<file path="src/rtl/gc_table_streamer.sv">
// Garbled-gate output stage: label writes to wire-label memory, tables buffered and streamed as framed packets.
// Optional GC_FREE_XOR_SKIP_EN: XOR/XNOR gates write their label but push no table.
module gc_table_streamer #(
  parameter int S         = 20,
  parameter int K         = 128,
  parameter int W         = 32,
  parameter int DEPTH     = 8,
  parameter int AF_MARGIN = 4
) (
  input  logic         clk,
  input  logic         rst_n,
  input  logic         in_valid,
  input  logic [S-1:0] in_gid,
  input  logic [3:0]   in_g_logic,
  input  logic [K-1:0] in_t0,
  input  logic [K-1:0] in_t1,
  input  logic [K-1:0] in_out_label,
  output logic         lbl_we,
  output logic [S-1:0] lbl_addr,
  output logic [K-1:0] lbl_data,
  output logic         almost_full,
  output logic         overflow,
  output logic         tx_valid,
  input  logic         tx_ready,
  output logic [W-1:0] tx_data,
  output logic         tx_first,
  output logic         tx_last
);

  localparam int NB   = K / W;
  localparam int CW   = (NB > 1) ? $clog2(NB) : 1;
  localparam int AW   = $clog2(DEPTH);
  localparam int CNTW = AW + 1;
  localparam logic [CW-1:0]   LAST_BEAT = CW'(NB - 1);
  localparam logic [CNTW-1:0] FULL_CNT  = CNTW'(DEPTH);
  localparam logic [CNTW-1:0] AF_CNT    = CNTW'(DEPTH - AF_MARGIN);

  typedef enum logic [1:0] {IDLE, HDR, T0, T1} state_t;

  state_t          state_reg, state_next;
  logic [CW-1:0]   beat_reg, beat_next;
  logic [AW-1:0]   wr_ptr_reg, rd_ptr_reg;
  logic [CNTW-1:0] count_reg, count_next;
  logic            overflow_reg;
  logic            lbl_we_reg;
  logic [S-1:0]    lbl_addr_reg;
  logic [K-1:0]    lbl_data_reg;

  logic [S-1:0]    gid_mem [DEPTH];
  logic [K-1:0]    t0_mem  [DEPTH];
  logic [K-1:0]    t1_mem  [DEPTH];

  logic            push_req, push_ok, pop, tx_fire, full, empty;
  logic [S-1:0]    head_gid;
  logic [K-1:0]    head_t0, head_t1;
  logic [W-1:0]    t0_slice [NB];
  logic [W-1:0]    t1_slice [NB];

`ifdef GC_FREE_XOR_SKIP_EN
  assign push_req = in_valid && !(in_g_logic == 4'b0110 || in_g_logic == 4'b1001);
`else
  logic unused_g_logic;
  assign unused_g_logic = ^in_g_logic;
  assign push_req = in_valid;
`endif

  assign full       = (count_reg == FULL_CNT);
  assign empty      = (count_reg == '0);
  assign tx_fire    = tx_valid && tx_ready;
  assign pop        = (state_reg == T1) && (beat_reg == LAST_BEAT) && tx_fire;
  // A pop on the same edge frees the slot the push needs.
  assign push_ok    = push_req && (!full || pop);
  assign count_next = count_reg + CNTW'(push_ok) - CNTW'(pop);

  // Label path is unconditional, independent of FIFO state.
  always_ff @(posedge clk or negedge rst_n) begin
    if (!rst_n) begin
      lbl_we_reg   <= 1'b0;
      lbl_addr_reg <= '0;
      lbl_data_reg <= '0;
    end else begin
      lbl_we_reg <= in_valid;
      if (in_valid) begin
        lbl_addr_reg <= in_gid;
        lbl_data_reg <= in_out_label;
      end
    end
  end

  always_ff @(posedge clk or negedge rst_n) begin
    if (!rst_n) begin
      wr_ptr_reg   <= '0;
      rd_ptr_reg   <= '0;
      count_reg    <= '0;
      overflow_reg <= 1'b0;
      state_reg    <= IDLE;
      beat_reg     <= '0;
    end else begin
      if (push_ok) wr_ptr_reg <= wr_ptr_reg + AW'(1);
      if (pop)     rd_ptr_reg <= rd_ptr_reg + AW'(1);
      if (push_req && !push_ok) overflow_reg <= 1'b1;
      count_reg <= count_next;
      state_reg <= state_next;
      beat_reg  <= beat_next;
    end
  end

  always_ff @(posedge clk) begin
    if (push_ok) begin
      gid_mem[wr_ptr_reg] <= in_gid;
      t0_mem[wr_ptr_reg]  <= in_t0;
      t1_mem[wr_ptr_reg]  <= in_t1;
    end
  end

  assign head_gid = gid_mem[rd_ptr_reg];
  assign head_t0  = t0_mem[rd_ptr_reg];
  assign head_t1  = t1_mem[rd_ptr_reg];

  for (genvar gi = 0; gi < NB; gi++) begin : g_slice
    assign t0_slice[gi] = head_t0[gi*W +: W];
    assign t1_slice[gi] = head_t1[gi*W +: W];
  end

  always_comb begin
    state_next = state_reg;
    beat_next  = beat_reg;
    unique case (state_reg)
      IDLE: begin
        beat_next = '0;
        if (!empty) state_next = HDR;
      end
      HDR: if (tx_fire) begin
        state_next = T0;
        beat_next  = '0;
      end
      T0: if (tx_fire) begin
        if (beat_reg == LAST_BEAT) begin
          state_next = T1;
          beat_next  = '0;
        end else begin
          beat_next = beat_reg + CW'(1);
        end
      end
      T1: if (tx_fire) begin
        if (beat_reg == LAST_BEAT) begin
          beat_next  = '0;
          state_next = (count_next != '0) ? HDR : IDLE;
        end else begin
          beat_next = beat_reg + CW'(1);
        end
      end
      default: state_next = IDLE;
    endcase
  end

  // Beat payload is a pure function of state and head entry, so it holds while stalled.
  always_comb begin
    tx_data = '0;
    unique case (state_reg)
      HDR:     tx_data[S-1:0] = head_gid;
      T0:      tx_data = t0_slice[beat_reg];
      T1:      tx_data = t1_slice[beat_reg];
      default: tx_data = '0;
    endcase
  end

  assign tx_valid    = (state_reg != IDLE);
  assign tx_first    = (state_reg == HDR);
  assign tx_last     = (state_reg == T1) && (beat_reg == LAST_BEAT);
  assign almost_full = (count_reg >= AF_CNT);
  assign overflow    = overflow_reg;
  assign lbl_we      = lbl_we_reg;
  assign lbl_addr    = lbl_addr_reg;
  assign lbl_data    = lbl_data_reg;

endmodule

</file>
<file path="config.mk">
export PLATFORM = sky130hd
export DESIGN_NAME = gc_table_streamer
export DESIGN_NICKNAME = d
export VERILOG_FILES = /design/src/rtl/gc_table_streamer.sv
export SDC_FILE = /design/constraint.sdc
export NUM_CORES = 2
export LEC_CHECK = 0
export CAP_MARGIN = 10
export CELL_PAD_IN_SITES_DETAIL_PLACEMENT = 1
export CELL_PAD_IN_SITES_GLOBAL_PLACEMENT = 2
export CORE_MARGIN = 2
export CORE_UTILIZATION = 26
export DETAILED_ROUTE_END_ITERATION = 16
export GPL_ROUTABILITY_DRIVEN = 1
export PLACE_DENSITY = 0.51
export SLEW_MARGIN = 20
export SYNTH_ARGS = -nofsm -noshare
export SYNTH_HDL_FRONTEND = slang
export SYNTH_SLANG_ARGS = --single-unit
</file>
<file path="constraint.sdc">
create_clock -name clk -period 25.5 [get_ports clk]
set_clock_uncertainty 0.05 [all_clocks]
set_input_delay 3.825 -clock clk [delete_from_list [all_inputs] [get_ports clk]]
set_output_delay 3.825 -clock clk [all_outputs]
set_load 0.03 [all_outputs]
</file>
==> metrics.md <==
| Metric | Value |
|---|---|
| Overall die width | `593 um` |
| Crit path max fanout | `68` |
| Synth area leaders | `edfxtp_1, mux4_2, dfrtp_1` |
| Count leader, synth | `edfxtp_1` |
| Max cap viols | `0` |
| Die height | `593 um` |
| DRC errors left | `0` |
| Cell accounting for the most synthesized area | `edfxtp_1` |
| Syn_nets | `4343` |
| Share of layout cells above drive strength 1 | `25.4%` |
| Final hold vios | `0` |
| Setup bufs post-CTS | `0` |
| Worst Setup Path Type | `flip-flop to output pin` |
| Post-CTS Hold Buffers | `0` |
| Worst Path Buf+Inv | `5` |
| Num CTS Buffers | `281` |
| CORE AREA | `0.346 mm^2` |
| RePlAce Congestion | `0.723` |
| Worst skew pair latency | `0.86 ns` |
| Worst-Margin Slew | `1.14 ns` |
| Leakage power | `0.0344 uW` |
| GRT Total Usage | `15.5%` |
| Area of the multi-input gates | `0.0189 mm^2` |
| Root Driver | `clkbuf_16` |
| Post-synth EDFFs | `2208` |
| Via Count | `43800` |
| Slowest cell on crit path | `dfrtp_4` |
| I/O pin count | `598` |
| Flop2flop setup slack | `19.17 ns` |
| Stages on worst setup path | `9` |
| FF/Latch Area | `0.0704 mm^2` |
| Vias in the first global route | `47300` |
| Top Registers | `t0_mem: 1024 flops, t1_mem: 1024 flops, gid_mem: 160 flops` |
| Hold Path Class | `flip-flop to flip-flop` |
| # rows | `216` |
| First-pass GRT wire length | `385000 um` |
| WL/cell | `29.2 um` |
| CP endpoint kind | `output pin` |
| Synthesized area | `0.0903 mm^2` |
| R2R cell count | `10` |
| Cells after Synth | `3918` |
| H-tree levels | `5` |
| Largest net degree at the start of global routing | `119` |
| Fillcell total | `34200` |
| CTS clk-pin slew, worst paths | `0.06 ns` |
| Avg Synthesized Cell Area | `23.1 um^2` |
| CP Data Arrival Time | `7.32 ns` |
| Slew Limit Headroom | `23.6%` |
| Worst EP required | `21.62 ns` |
| Tcrit/Tclk final | `43.9%` |
| First drt pass iteration count | `5` |
| Max frequency | `89.4 MHz` |
| Clock sink count | `2372` |
| Synth cell count leaders | `edfxtp_1, mux4_2, dfrtp_1` |
| Worst min-delay path endpoint | `overflow` |
| Die ar. | `0.352 mm^2` |
| Starting DRT DRC Count | `3001` |
| Layout Area Growth over Synthesis | `22.9%` |
| Slowest Stage Delay on Critical Path | `0.84 ns` |
| Type of origin of the critical path | `flip-flop` |
| Crit-path cells | `buf_4 > buf_12 > buf_4 > buf_4 > mux4_2 > mux4_2 > nand3_1 > nand3_1 > clkdlybuf4s50_1` |
| Vias/cell | `4.61` |
| Warnings, synthesis | `0` |
| Initial antenna violation count | `118` |
| Final min period | `11.19 ns` |
| Port bufs | `593` |
| Synth Register Bits | `2372` |
| Post_cts resized | `0` |
| Hold WS | `0.436 ns` |
| Final setup fails | `0` |
| Buffer depth of the longest clock path | `4` |
| Layout Nets | `5120` |
| Hold Path Depth | `1` |
| R2R Path Start | `beat_reg[0]` |
| Area share of the largest cell type after synthesis | `73.4%` |
| Synth unique cells | `59` |
| Seq/Total Area, Yosys | `78.0%` |
| GR Overflow Total | `0` |
| HPWL Detailed | `172000 um` |
| PD cells | `105 mW/mm^2` |
| Setup TNS | `0 ns` |
| Hold wc startpoint | `overflow` |
| CP most frequent cell | `buf_4` |
| Worst vdd ir | `0.0623 mV` |
| Routed Antenna Nets | `0` |
| FFs w/ async S/R, synth | `6.91%` |
| CP top delay family | `buffers and inverters` |
| RSZ-0062 raised after global routing | `no` |
| Detailed Route WL | `278000 um` |
| Reg-to-reg critical path endpoint | `t0_mem[2][25]` |
| CTS tree | `built` |
| Status | `finished clean` |
| Starting Density | `26.1%` |
| Top_reg_cell synth | `edfxtp_1` |
| Final Slew Violations | `0` |
==> final cells by class <==
cell class	count	share of cell area, %
diodes	19	0.0428
clock buffers	355	6.73
clock inverters	144	1.36
inverters	14	0.0541
multi-input cells	1329	17.0
flip-flops and latches	2372	63.4
well taps	4578	5.16
repair buffers	697	6.19
==> metrics by stage <==
step | util, % | std cells | setup WS, ns | total power, uW | area [um^2]
after floorplan | - | 3918 | 1.13 | 6930 | 90300
after global placement | 29.5 | 8989 | 14.93 | 7840 | 102000
after detailed placement | 29.5 | 8990 | 14.97 | 7870 | 102000
after CTS | 32.1 | 9489 | 14.00 | 11900 | 111000
after global routing | 32.1 | 9491 | 13.72 | 12100 | 111000
final | 32.1 | 9508 | 14.31 | 11600 | 111000
==> how the worst max path moves through the flow <==
stage	from	to	slack, ns
final	rd_ptr_reg[0]	tx_data[1]	14.31
after CTS	rd_ptr_reg[0]	tx_data[1]	14.00
after floorplan	tx_ready	gid_mem[0][0]	1.13
after global routing	rd_ptr_reg[0]	tx_data[1]	13.72
after global placement	rd_ptr_reg[1]	tx_data[31]	14.93
after detailed placement	rd_ptr_reg[0]	tx_data[1]	14.97
==> power breakdown <==
group          switching, uW  total, uW  leakage [uW]  internal [uW]
Combinational           1640       2700       0.00805           1060
Clock                   1640       3950       0.00436           2310
Sequential               141       4980        0.0220           4840
Total                   3420      11600        0.0344           8220
==> placed cells by master (no fill, tap or decap), types with 33 or more instances in the layout <==
cell	count
a21oi_1	33
mux2_2	163
o21ai_0	40
dfrtp_1	159
nand2_1	88
clkbuf_16	286
mux4_2	572
a22oi_1	76
buf_4	92
clkbuf_1	63
edfxtp_1	2208
clkinv_1	59
clkdlybuf4s50_1	591
mux2i_1	107
==> per-layer routing <==
| layer | vias up | share of wire [%] | global-route usage, % |
|---|---|---|---|
| met2 | 1033 | 47 | 25.0 |
| met5 | - | 0.20 | 0 |
| met4 | 88 | 1.8 | 2.89 |
| met1 | 24000 | 44 | 21.2 |
| met3 | 464 | 6.6 | 4.03 |
| li1 | 18300 | - | - |
==> kinds of logic after synthesis <==
group	synth area share (%)
mux	17.5
flops	78.0
compound gates	2.02
xor+xnor	0.0485
simple gates	1.09
fa+ha+maj	0.188
buf+inv	1.22
Power figures use the tool's default switching activity.
